### config.mk
export PLATFORM = sky130hd
export DESIGN_NAME = vram_arbiter
export DESIGN_NICKNAME = d
export VERILOG_FILES = /design/src/rtl/vram_arbiter.sv
export SDC_FILE = /design/constraint.sdc
export NUM_CORES = 1
export LEC_CHECK = 0
export CAP_MARGIN = 20
export CORE_MARGIN = 10
export CORE_UTILIZATION = 43
export CTS_CLUSTER_SIZE = 25
export DETAILED_ROUTE_END_ITERATION = 10
export GPL_TIMING_DRIVEN = 0
export PLACE_DENSITY = 0.85
export SETUP_SLACK_MARGIN = 0.5
export SYNTH_ARGS = -nofsm -noshare
export SYNTH_HDL_FRONTEND = slang
export SYNTH_SLANG_ARGS = --single-unit
### constraint.sdc
create_clock -name clk -period 3.69 [get_ports clk]
set_clock_uncertainty 0.2 [all_clocks]
set_input_delay 0.738 -clock clk [delete_from_list [all_inputs] [get_ports clk]]
set_output_delay 0.738 -clock clk [all_outputs]
set_load 0.05 [all_outputs]
### src/rtl/vram_arbiter.sv
// Single-port VRAM arbiter: display scan-out has priority, CPU is guaranteed service via a starvation guard.
// Optional stall counter enabled by defining VRAM_ARB_PERF_EN.
module vram_arbiter #(
    parameter int ADDR_W       = 12,
    parameter int DATA_W       = 8,
    parameter int STARVE_LIMIT = 8
) (
    input  logic              clk,
    input  logic              RSTn,
    input  logic              disp_req,
    input  logic [ADDR_W-1:0] disp_addr,
    output logic [DATA_W-1:0] disp_rdata,
    output logic              disp_rvalid,
    input  logic              cpu_req,
    input  logic              cpu_we,
    input  logic [ADDR_W-1:0] cpu_addr,
    input  logic [DATA_W-1:0] cpu_wdata,
    output logic              cpu_ready,
    output logic [DATA_W-1:0] cpu_rdata,
    output logic              ram_en,
    output logic              ram_we,
    output logic [ADDR_W-1:0] ram_addr,
    output logic [DATA_W-1:0] ram_wdata,
    input  logic [DATA_W-1:0] ram_rdata
`ifdef VRAM_ARB_PERF_EN
    ,
    input  logic              perf_clr,
    output logic [15:0]       cpu_stall_cnt
`endif
);

    localparam logic [1:0] TAG_NONE = 2'd0;
    localparam logic [1:0] TAG_DISP = 2'd1;
    localparam logic [1:0] TAG_CPU  = 2'd2;
    localparam logic [7:0] SL8      = 8'(STARVE_LIMIT);

    logic              r_disp_pend;
    logic [ADDR_W-1:0] r_disp_pend_addr;
    logic [7:0]        r_starve_cnt;
    logic [1:0]        r_tag;
    logic              r_tag_we;
    logic              r_cpu_done;
    logic [DATA_W-1:0] r_cpu_rdata;

    logic              w_d_cand;
    logic              w_c_cand;
    logic              w_cpu_win;
    logic              w_disp_win;
    logic [ADDR_W-1:0] w_disp_addr;
    logic [DATA_W-1:0] w_cpu_resp;

    // Candidates are masked by reset so the RAM port stays quiet while RSTn is low.
    assign w_d_cand    = RSTn & (disp_req | r_disp_pend);
    assign w_c_cand    = RSTn & cpu_req & ~r_cpu_done;
    assign w_cpu_win   = w_c_cand & (~w_d_cand | (r_starve_cnt >= SL8));
    assign w_disp_win  = w_d_cand & ~w_cpu_win;
    assign w_disp_addr = disp_req ? disp_addr : r_disp_pend_addr;

    always_comb begin
        ram_en    = 1'b0;
        ram_we    = 1'b0;
        ram_addr  = '0;
        ram_wdata = '0;
        if (w_cpu_win) begin
            ram_en    = 1'b1;
            ram_we    = cpu_we;
            ram_addr  = cpu_addr;
            ram_wdata = cpu_we ? cpu_wdata : '0;
        end else if (w_disp_win) begin
            ram_en   = 1'b1;
            ram_addr = w_disp_addr;
        end
    end

    // A direct disp_req that loses (or overflows) always replaces the pending entry.
    always_ff @(posedge clk or negedge RSTn) begin
        if (!RSTn) begin
            r_disp_pend      <= 1'b0;
            r_disp_pend_addr <= '0;
        end else if (w_disp_win) begin
            r_disp_pend <= 1'b0;
        end else if (disp_req) begin
            r_disp_pend      <= 1'b1;
            r_disp_pend_addr <= disp_addr;
        end
    end

    always_ff @(posedge clk or negedge RSTn) begin
        if (!RSTn) begin
            r_starve_cnt <= '0;
        end else if (w_cpu_win || !w_c_cand) begin
            r_starve_cnt <= '0;
        end else if (r_starve_cnt < SL8) begin
            r_starve_cnt <= r_starve_cnt + 8'd1;
        end
    end

    always_ff @(posedge clk or negedge RSTn) begin
        if (!RSTn) begin
            r_tag    <= TAG_NONE;
            r_tag_we <= 1'b0;
        end else if (w_cpu_win) begin
            r_tag    <= TAG_CPU;
            r_tag_we <= cpu_we;
        end else if (w_disp_win) begin
            r_tag    <= TAG_DISP;
            r_tag_we <= 1'b0;
        end else begin
            r_tag    <= TAG_NONE;
            r_tag_we <= 1'b0;
        end
    end

    // cpu_done masks the held request between issue and its ready pulse.
    always_ff @(posedge clk or negedge RSTn) begin
        if (!RSTn) begin
            r_cpu_done <= 1'b0;
        end else if (w_cpu_win) begin
            r_cpu_done <= 1'b1;
        end else if (r_tag == TAG_CPU) begin
            r_cpu_done <= 1'b0;
        end
    end

    assign w_cpu_resp = r_tag_we ? '0 : ram_rdata;

    always_ff @(posedge clk or negedge RSTn) begin
        if (!RSTn) begin
            r_cpu_rdata <= '0;
        end else if (r_tag == TAG_CPU) begin
            r_cpu_rdata <= w_cpu_resp;
        end
    end

    assign disp_rvalid = (r_tag == TAG_DISP);
    assign disp_rdata  = disp_rvalid ? ram_rdata : '0;
    assign cpu_ready   = (r_tag == TAG_CPU);
    assign cpu_rdata   = cpu_ready ? w_cpu_resp : r_cpu_rdata;

`ifdef VRAM_ARB_PERF_EN
    logic [15:0] r_stall_cnt;

    always_ff @(posedge clk or negedge RSTn) begin
        if (!RSTn) begin
            r_stall_cnt <= '0;
        end else if (perf_clr) begin
            r_stall_cnt <= '0;
        end else if (w_c_cand && w_disp_win && r_stall_cnt != 16'hFFFF) begin
            r_stall_cnt <= r_stall_cnt + 16'd1;
        end
    end

    assign cpu_stall_cnt = r_stall_cnt;
`endif

endmodule

==> out/results.ini, run 1 <==
[synth]
ys_seq_area_frac=0.4911
yosysTopAreaCell=dfrtp_1
avgSynthCellArea_um2=10.51
synth_top_area_share=0.4911
yosys.cell_types.count=28
yosys-top-cells-area=dfrtp_1, mux2i_1, o2bb2ai_1
yosys_warnings=0
async_flop_share=1.000
synth_edf_count=0
syn_inst=160
synthFlopType=dfrtp_1
synth-seq-cells=33
synth.cell_area_um2=1682

[setup_path]
path_cells=clkdlybuf4s50_1 -> nand2_1 -> or2_4 -> nor2_4 -> buf_6 -> and3_1 -> buf_4
r2r_slack_ps=1710
cp_slowest_stage_delay_ps=450
crit_family=buffers and inverters
crit_path_end_kind=output port
reg2reg_from=r_starve_cnt[3]$_DFFE_PN0P_
worst_setup_path_start_kind=primary input
critical_path_class=in -> out
crit_buf_inv=3
rr_worst_depth=6
crit_arrival_ps=2190
cp.depth=7
worstReg2RegEnd=r_disp_pend_addr[4]$_DFFE_PN0N_
crit_path_max_fanout=10
cp_slowest_cell=clkdlybuf4s50_1
required_ps=2750

[cts]
cts_tree=built
clk_latency_ps=270
numCtsBuffers=5
cts.sink_count=33
cts_buffer_depth=2
clockRootBuffer=clkbuf_8
clkTransAtPathRegs_ps=60
cts_max_level=2

[run]
max_cap_violations=0

[drt]
wire_per_inst_um=14.96
wl_um=4578
antenna_left=0
drt_iter0_drc=65
viasPerCell=4.745
firstDrtPassIters=4
drc_errors=0
m1WireLength_um=1714
dr.max_layer_used=met4
vias=1452
wl_met3_um=523
met2_length_um=2309

[timing]
slew-limit-headroom=0.5285
worst_pin_slew_ps=707.3
rsz0062_at_grt=yes
setup_viol=0
fin_crit_sh=0.8479
maxSlewViolCount=0
hold_viol_final=0
fin_crit_ps=3129
holdWs_ps=87.77
timing.fmax_mhz=319.6

[floorplanning]
core.rowCount=22
start_util=0.4525
die_area_um2=6812
die_y_um=82.54
die_x_um=82.54
coreArea_um2=3716
boundaryPins=85

[power]
peakVddDrop_mv=0.2640
power_frac_seq=0.323
switching_share=0.4416
comb_power_share=0.515
power_leakage_nw=1.363
switching_power_mw=0.6837
p_int_mw=0.8646
p_per_area_nw_per_um2=571.0
clockPowerShare=0.162

[placement]
placed_area_um2=2604
port_buffers=83
routabilityCongestion=0.7070
hpwl_um=3635

[global_route]
antenna_found_initial=0
grt_pass1_wl_um=7113
grt_start_max_net_pins=36
grt_pass1_vias=1542
grt.total_usage=0.1348
overflow=0

[cells_and_area]
layout_common_cells=clkdlybuf4s50_1, dfrtp_1, mux2i_1, buf_4, inv_1
areaGrowthSynthToFinish_pct=61.24
final_area_um2=2711
drive_gt1_frac=0.1938
antenna_cells=0
fill_cells=296
utilization=0.7296
layout_commonest_cell=clkdlybuf4s50_1
nets=304

[status]
outcome=finished clean

[min_path]
hp-class=in -> async

[worst register-to-register path, cell delays in order (launching register included)]
cell	delay, ps
dfrtp_1	400
or4_4	530
nor3_4	260
a21oi_4	70
buf_4	140
buf_4	150
mux2i_1	120
[metal layers]
metal / GRT usage / up-vias
met5: 0 / -
met4: 0.03512 / 0
met3: 0.06695 / 5
met2: 0.2278 / 51
met1: 0.1478 / 672
li1: - / 724
[power groups by stage]
stage	clock, mW	sequential (mW)	combinational (mW)
2_1_floorplan	0	0.498	0.537
3_3_place_gp	0	0.503	0.809
3_5_place_dp	0	0.506	0.818
4_1_cts	0.258	0.500	0.790
5_1_grt	0.274	0.513	0.852
6_report	0.250	0.501	0.797
[final cells by class]
class	count	area [um2]	area share
sequential	33	825.8	0.3046
buffer	9	71.32	0.02630
timing repair buffer	87	818.3	0.3018
multi-input combinational	104	792.0	0.2921
clock buffer	8	80.08	0.02953
tap	48	60.06	0.02215
inverter	17	63.81	0.02353
[how the worst max path moves through the flow]
stage,start,to,slack (ps)
2_1_floorplan,disp_req,ram_addr[10],450
6_report,cpu_req,ram_wdata[4],560
3_5_place_dp,RSTn,ram_addr[6],-600
3_3_place_gp,RSTn,ram_addr[7],-1560
5_1_grt,cpu_req,ram_addr[3],490
4_1_cts,cpu_req,ram_wdata[2],500
[cell usage after synthesis, types with 2 or more instances]
cell type	n
mux2i_1	24
inv_1	15
and3_1	9
o2bb2ai_1	12
o21ai_0	8
nor2_1	5
buf_2	4
and2_1	9
dfrtp_1	33
ha_1	2
nand2_1	11
inv_2	2
clkbuf_1	3
nand2b_1	9
[per-stage QoR]
stage	std cells	setup TNS, ps	total power [mW]	setup slack, ps
finish	306	0	1.548	561.2
global route	306	0	1.640	491.6
CTS	305	0	1.548	504.5
detailed placement	294	-11470	1.324	-602.5
global placement	294	-34050	1.311	-1561
floorplan	163	0	1.035	452.6
[timing repair]
action | in CTS | in global routing
setup buffers | 3 | 1
hold buffers | 0 | 0
gates cloned | 0 | 0
resized for setup | 133 | 33
pin swaps | 2 | 1
setup endpoints to repair | 30 | 29
[sequential cells by signal (all words and copies together) (netlist names)]
name              flops
r_disp_pend           1
r_disp_pend_addr     12
r_cpu_done            1
r_starve_cnt          8
r_tag                 2
r_tag_we              1
r_cpu_rdata           8
[cells by family (layout without fill, tap and decap cells)]
family                     count (synthesis)  count (layout)  share of synthesized area
and+or+nand+nor                           48              48                     0.1629
DFF                                       33              33                     0.4911
buffers and inverters                     26             121                    0.06547
AOI/OAI and AO/OA                         24              24                     0.1101
muxes                                     24              24                     0.1429
adders and majority gates                  2               2                    0.01488
xor gates and xnor gates                   2               2                    0.01042
other                                      1               4                   0.002230
Power figures use the tool's default switching activity.
==> run 2, diff against run 1 <==
CORE_UTILIZATION = 40   (was 43)
PLACE_DENSITY = 0.8   (was 0.85)
clock period = 3.3 ns   (was 3.69 ns; I/O delays follow)
==> out/results.ini, run 2 (same netlist as run 1, synthesis figures left out) <==
[status]
outcome=finished clean

[drt]
viasPerCell=4.925
firstDrtPassIters=4
vias=1645
antenna_left=0
wire_per_inst_um=17.92
drc_errors=0
drt_iter0_drc=81
wl_um=5984

[timing]
rsz0062_at_grt=yes
slew-limit-headroom=0.4945
fin_crit_ps=2970
timing.fmax_mhz=336.7
maxSlewViolCount=0
holdWs_ps=289.0
worst_pin_slew_ps=755.8
setup_slack_ps=329.8
hold_viol_final=0
tns_ps=0
fin_crit_sh=0.9001
setup_viol=0

[cells_and_area]
layout_common_cells=clkdlybuf4s50_1, dfrtp_1, mux2i_1, buf_4, buf_6
drive_gt1_frac=0.3486
instances_no_fill=334
areaGrowthSynthToFinish_pct=96.58
regMostFlops=r_disp_pend_addr
nets=330
largest_register_ff_count=12
antenna_cells=0
layout_commonest_cell=clkdlybuf4s50_1
utilization=0.8205
top_regs=r_disp_pend_addr x12, r_cpu_rdata x8, r_starve_cnt x8

[cts]
cts_max_level=2
numCtsBuffers=5
cts_buffer_depth=2
cts_tree=built
clk_latency_ps=290
clkTransAtPathRegs_ps=70
cts.sink_count=33
clockRootBuffer=clkbuf_8

[placement]
routabilityCongestion=0.8203
hpwl_um=3732
post-place-ws_ps=-906.7
port_buffers=83
placed_cells=296

[setup_path]
crit_family=simple AND/OR/NAND/NOR gates
critical_path_class=reg -> out
cp.depth=7
critPathMostFrequentCell=buf_6
crit_path_max_fanout=7
rr_worst_depth=7
path_cells=or4_4 -> nor3_4 -> buf_6 -> nor2_4 -> buf_6 -> and3_4 -> buf_8
crit_arrival_ps=2110
crit_buf_inv=3
cp_slowest_stage_delay_ps=540
crit_path_end_kind=output port
required_ps=2440
worst_setup_path_start_kind=flip-flop
cp_slowest_cell=or4_4

[global_route]
grt_pass1_vias=1763
grt_start_max_net_pins=36
overflow=0
antenna_found_initial=0
grt.total_usage=0.1497
grt_pass1_wl_um=8859

[floorplanning]
die_x_um=84.84
start_util=0.4174
die_y_um=84.84
die_area_um2=7198
core.rowCount=23
coreArea_um2=4029
boundaryPins=85

[power]
power_leakage_nw=1.628
peakVddDrop_mv=0.3436
p_per_area_nw_per_um2=582.3

[min_path]
whs_path_depth=2
hp-class=reg -> reg

[run]
max_cap_violations=0

==> run 2: cell count changes in the layout (fill, tap and decap cells not counted), moves of 7 or more <==
cell and change:
dlygate4sd2_1 +7, clkdlybuf4s50_1 -11, o2bb2ai_1 -8, buf_6 +9
o2bb2ai_4 +12, buf_8 +13
==> run 2: repair_timing <==
action | in CTS | in global routing
endpoints found under the hold margin | 0 | 32
pin swaps | 10 | 10
setup buffers | 22 | 2
gates cloned | 3 | 1
setup endpoints to repair | 39 | 29
hold buffers | 0 | 2
gates resized for setup | 239 | 22
==> run 2: where the power goes <==
group	internal (mW)	switching, mW
clock network	0.146	0.147
registers	0.514	0.0511
logic	0.400	0.667
total	1.06	0.864
==> run 2: final timing paths <==
check                                             from                              end  slack (ps)
min in group asynchronous                         RSTn          r_disp_pend$_DFFE_PN0P_         670
hold reg to reg               r_cpu_rdata[5]$_DFF_PN0_         r_cpu_rdata[5]$_DFF_PN0_         290
max in group asynchronous                         RSTn  r_disp_pend_addr[2]$_DFFE_PN0N_        1640
setup / recovery           r_starve_cnt[4]$_DFFE_PN0P_                     ram_wdata[5]         330
hold / removal                r_cpu_rdata[5]$_DFF_PN0_         r_cpu_rdata[5]$_DFF_PN0_         290
setup reg to reg           r_starve_cnt[4]$_DFFE_PN0P_  r_disp_pend_addr[8]$_DFFE_PN0N_        1150
==> run 2: cell type report <==
type	instances	area (um2)
clock buffer	6	72.57
multi-input combinational	104	1027
buffer	9	81.33
sequential	33	825.8
clock inverter	2	10.01
fill	238	723.2
inverter	17	63.81
tap	50	62.56
timing repair buffer	113	1162
==> run 2: metal layers <==
| layer | wire (um) | GRT usage | vias to the layer above | share of wire |
|---|---|---|---|---|
| met5 | 0 | 0 | - | 0 |
| met2 | 2924 | 0.2553 | 76 | 0.49 |
| met1 | 2546 | 0.1707 | 786 | 0.43 |
| met3 | 445 | 0.05641 | 7 | 0.074 |
| li1 | - | - | 776 | - |
| met4 | 67 | 0.04192 | 0 | 0.011 |
==> run 2: stage by stage <==
| step | cell area (um2) | power [mW] |
|---|---|---|
| global placement | 2618 | 1.470 |
| floorplan | 1724 | 1.159 |
| CTS | 3144 | 1.879 |
| finish | 3306 | 1.925 |
| detailed placement | 2613 | 1.486 |
| global route | 3306 | 2.020 |
==> run 2: worst min-delay path: stages (launching register included) <==
cell,delay [ps]
dfrtp_1,320
nand2_1,40
o21ai_0,90
==> run 3, diff against run 2 <==
CELL_PAD_IN_SITES_DETAIL_PLACEMENT = 1   (was unset)
CELL_PAD_IN_SITES_GLOBAL_PLACEMENT = 2   (was unset)
CORE_UTILIZATION = 23   (was 40)
PLACE_DENSITY = unset   (was 0.8)
PLACE_DENSITY_LB_ADDON = 0.1   (was unset)
==> out/results.ini, run 3 (same netlist as run 1, synthesis figures left out) <==
[drt]
wire_per_inst_um=16.09
firstDrtPassIters=4
viasPerCell=4.227
antenna_left=0
wl_um=5873
drt_iter0_drc=23
vias=1543
drc_errors=0

[timing]
rsz0062_at_grt=yes
slew-limit-headroom=0.6624
fin_crit_sh=0.8892
holdWs_ps=1.962
maxSlewViolCount=0
hold_viol_final=0
timing.fmax_mhz=340.8
setup_slack_ps=365.7
setup_viol=0
worst_pin_slew_ps=508.4
fin_crit_ps=2934

[placement]
post-place-ws_ps=-1032
port_buffers=83
routabilityCongestion=0.6641
hpwl_um=4178
placed_area_um2=2674

[cells_and_area]
layout_commonest_cell=clkdlybuf4s50_1
final_area_um2=3247
utilization=0.4525
drive_gt1_frac=0.3271
fill_cells=783
nets=312
layout_common_cells=clkdlybuf4s50_1, dfrtp_1, mux2i_1, buf_8, inv_1
top_regs=r_disp_pend_addr x12, r_cpu_rdata x8, r_starve_cnt x8
largest_register_ff_count=12
areaGrowthSynthToFinish_pct=93.08
antenna_cells=0
regMostFlops=r_disp_pend_addr

[run]
max_cap_violations=0

[cts]
numCtsBuffers=5
cts_tree=built
cts_max_level=2
clkTransAtPathRegs_ps=70
clk_latency_ps=280
cts_buffer_depth=2
cts.sink_count=33
clockRootBuffer=clkbuf_8

[global_route]
grt_pass1_vias=1731
overflow=0
antenna_found_initial=0
grt_start_max_net_pins=36
grt_pass1_wl_um=9563
grt.total_usage=0.1065

[setup_path]
cp_slowest_cell=or4_4
cp_slowest_stage_delay_ps=540
required_ps=2440
crit_arrival_ps=2070
path_cells=or4_4 -> nor3_4 -> nor2_4 -> buf_6 -> and3_2 -> buf_6
crit_path_end_kind=output port
crit_path_max_fanout=5
critPathMostFrequentCell=buf_6
critical_path_class=reg -> out
worst_setup_path_start_kind=flip-flop

[power]
p_int_mw=1.066
power_frac_seq=0.293
p_per_area_nw_per_um2=592.4
power_leakage_nw=1.529
peakVddDrop_mv=0.1993
switching_power_mw=0.8580
fin_total_pwr_mw=1.924
comb_power_share=0.553
switching_share=0.4460
clockPowerShare=0.154

[status]
outcome=finished clean

[floorplanning]
start_util=0.2344
boundaryPins=85
die_y_um=105.5
coreArea_um2=7176
core.rowCount=31
die_area_um2=11130
die_x_um=105.5

[min_path]
hp-class=in -> async

## run 3: worst paths after layout
| kind | from | endpoint | slack (ps) | depth (start not counted) |
|---|---|---|---|---|
| max in group asynchronous | RSTn | r_cpu_rdata[4]$_DFF_PN0_ | 2700 | 1 |
| worst min register to register | r_starve_cnt[0]$_DFFE_PN0P_ | r_starve_cnt[0]$_DFFE_PN0P_ | 300 | 1 |
| worst min-delay path | RSTn | r_starve_cnt[0]$_DFFE_PN0P_ | 2 | 1 |
| worst max-delay path | r_starve_cnt[3]$_DFFE_PN0P_ | ram_wdata[6] | 370 | 6 |
| worst max register to register | r_starve_cnt[3]$_DFFE_PN0P_ | r_disp_pend$_DFFE_PN0P_ | 1070 | 8 |
| min in group clk | r_starve_cnt[0]$_DFFE_PN0P_ | r_starve_cnt[0]$_DFFE_PN0P_ | 300 | 1 |
## run 3: critical path: cells and delay by family, from the launching register on
family,cells,cell delay [ps]
buffers and inverters,2,290
flip-flops,1,390
AND/OR/NAND/NOR,4,1110
## run 3: what timing repair did
item,CTS,global route
hold buffers,0,0
setup buffers,9,1
pin swaps,15,4
setup endpoints to repair,40,22
cloned,2,0
gates resized for setup,258,4
## run 3: cell type report
cell class / count / area (um2) / share of cell area
plain buffers: 9 / 90.09 / 0.02775
well taps: 99 / 123.9 / 0.03815
multi-input cells: 104 / 1033 / 0.3183
inverters: 17 / 63.81 / 0.01965
flip-flops and latches: 33 / 825.8 / 0.2543
clock inverters: 2 / 10.01 / 0.003083
clock buffers: 6 / 72.57 / 0.02235
repair buffers: 95 / 1027 / 0.3164
## run 3: power by group through the flow
stage | Combinational, mW | Clock (mW) | Sequential, mW
after CTS | 1.07 | 0.308 | 0.565
after global routing | 1.13 | 0.331 | 0.576
after global placement | 0.924 | 0 | 0.567
final | 1.06 | 0.296 | 0.563
after floorplan | 0.602 | 0 | 0.557
after detailed placement | 0.930 | 0 | 0.570
## run 3: through the flow
step,setup TNS [ps],cells
floorplan,0,163
global route,0,365
finish,0,365
global placement,-56940,345
detailed placement,-20380,345
CTS,0,364
## run 3: metal layers
layer  vias up  part of all wire  global-route usage
met2        54              0.48              0.1720
li1        737                 -                   -
met3         6             0.096             0.05542
met5         -                 0                   0
met4         0             0.012             0.03191
met1       746              0.41              0.1199
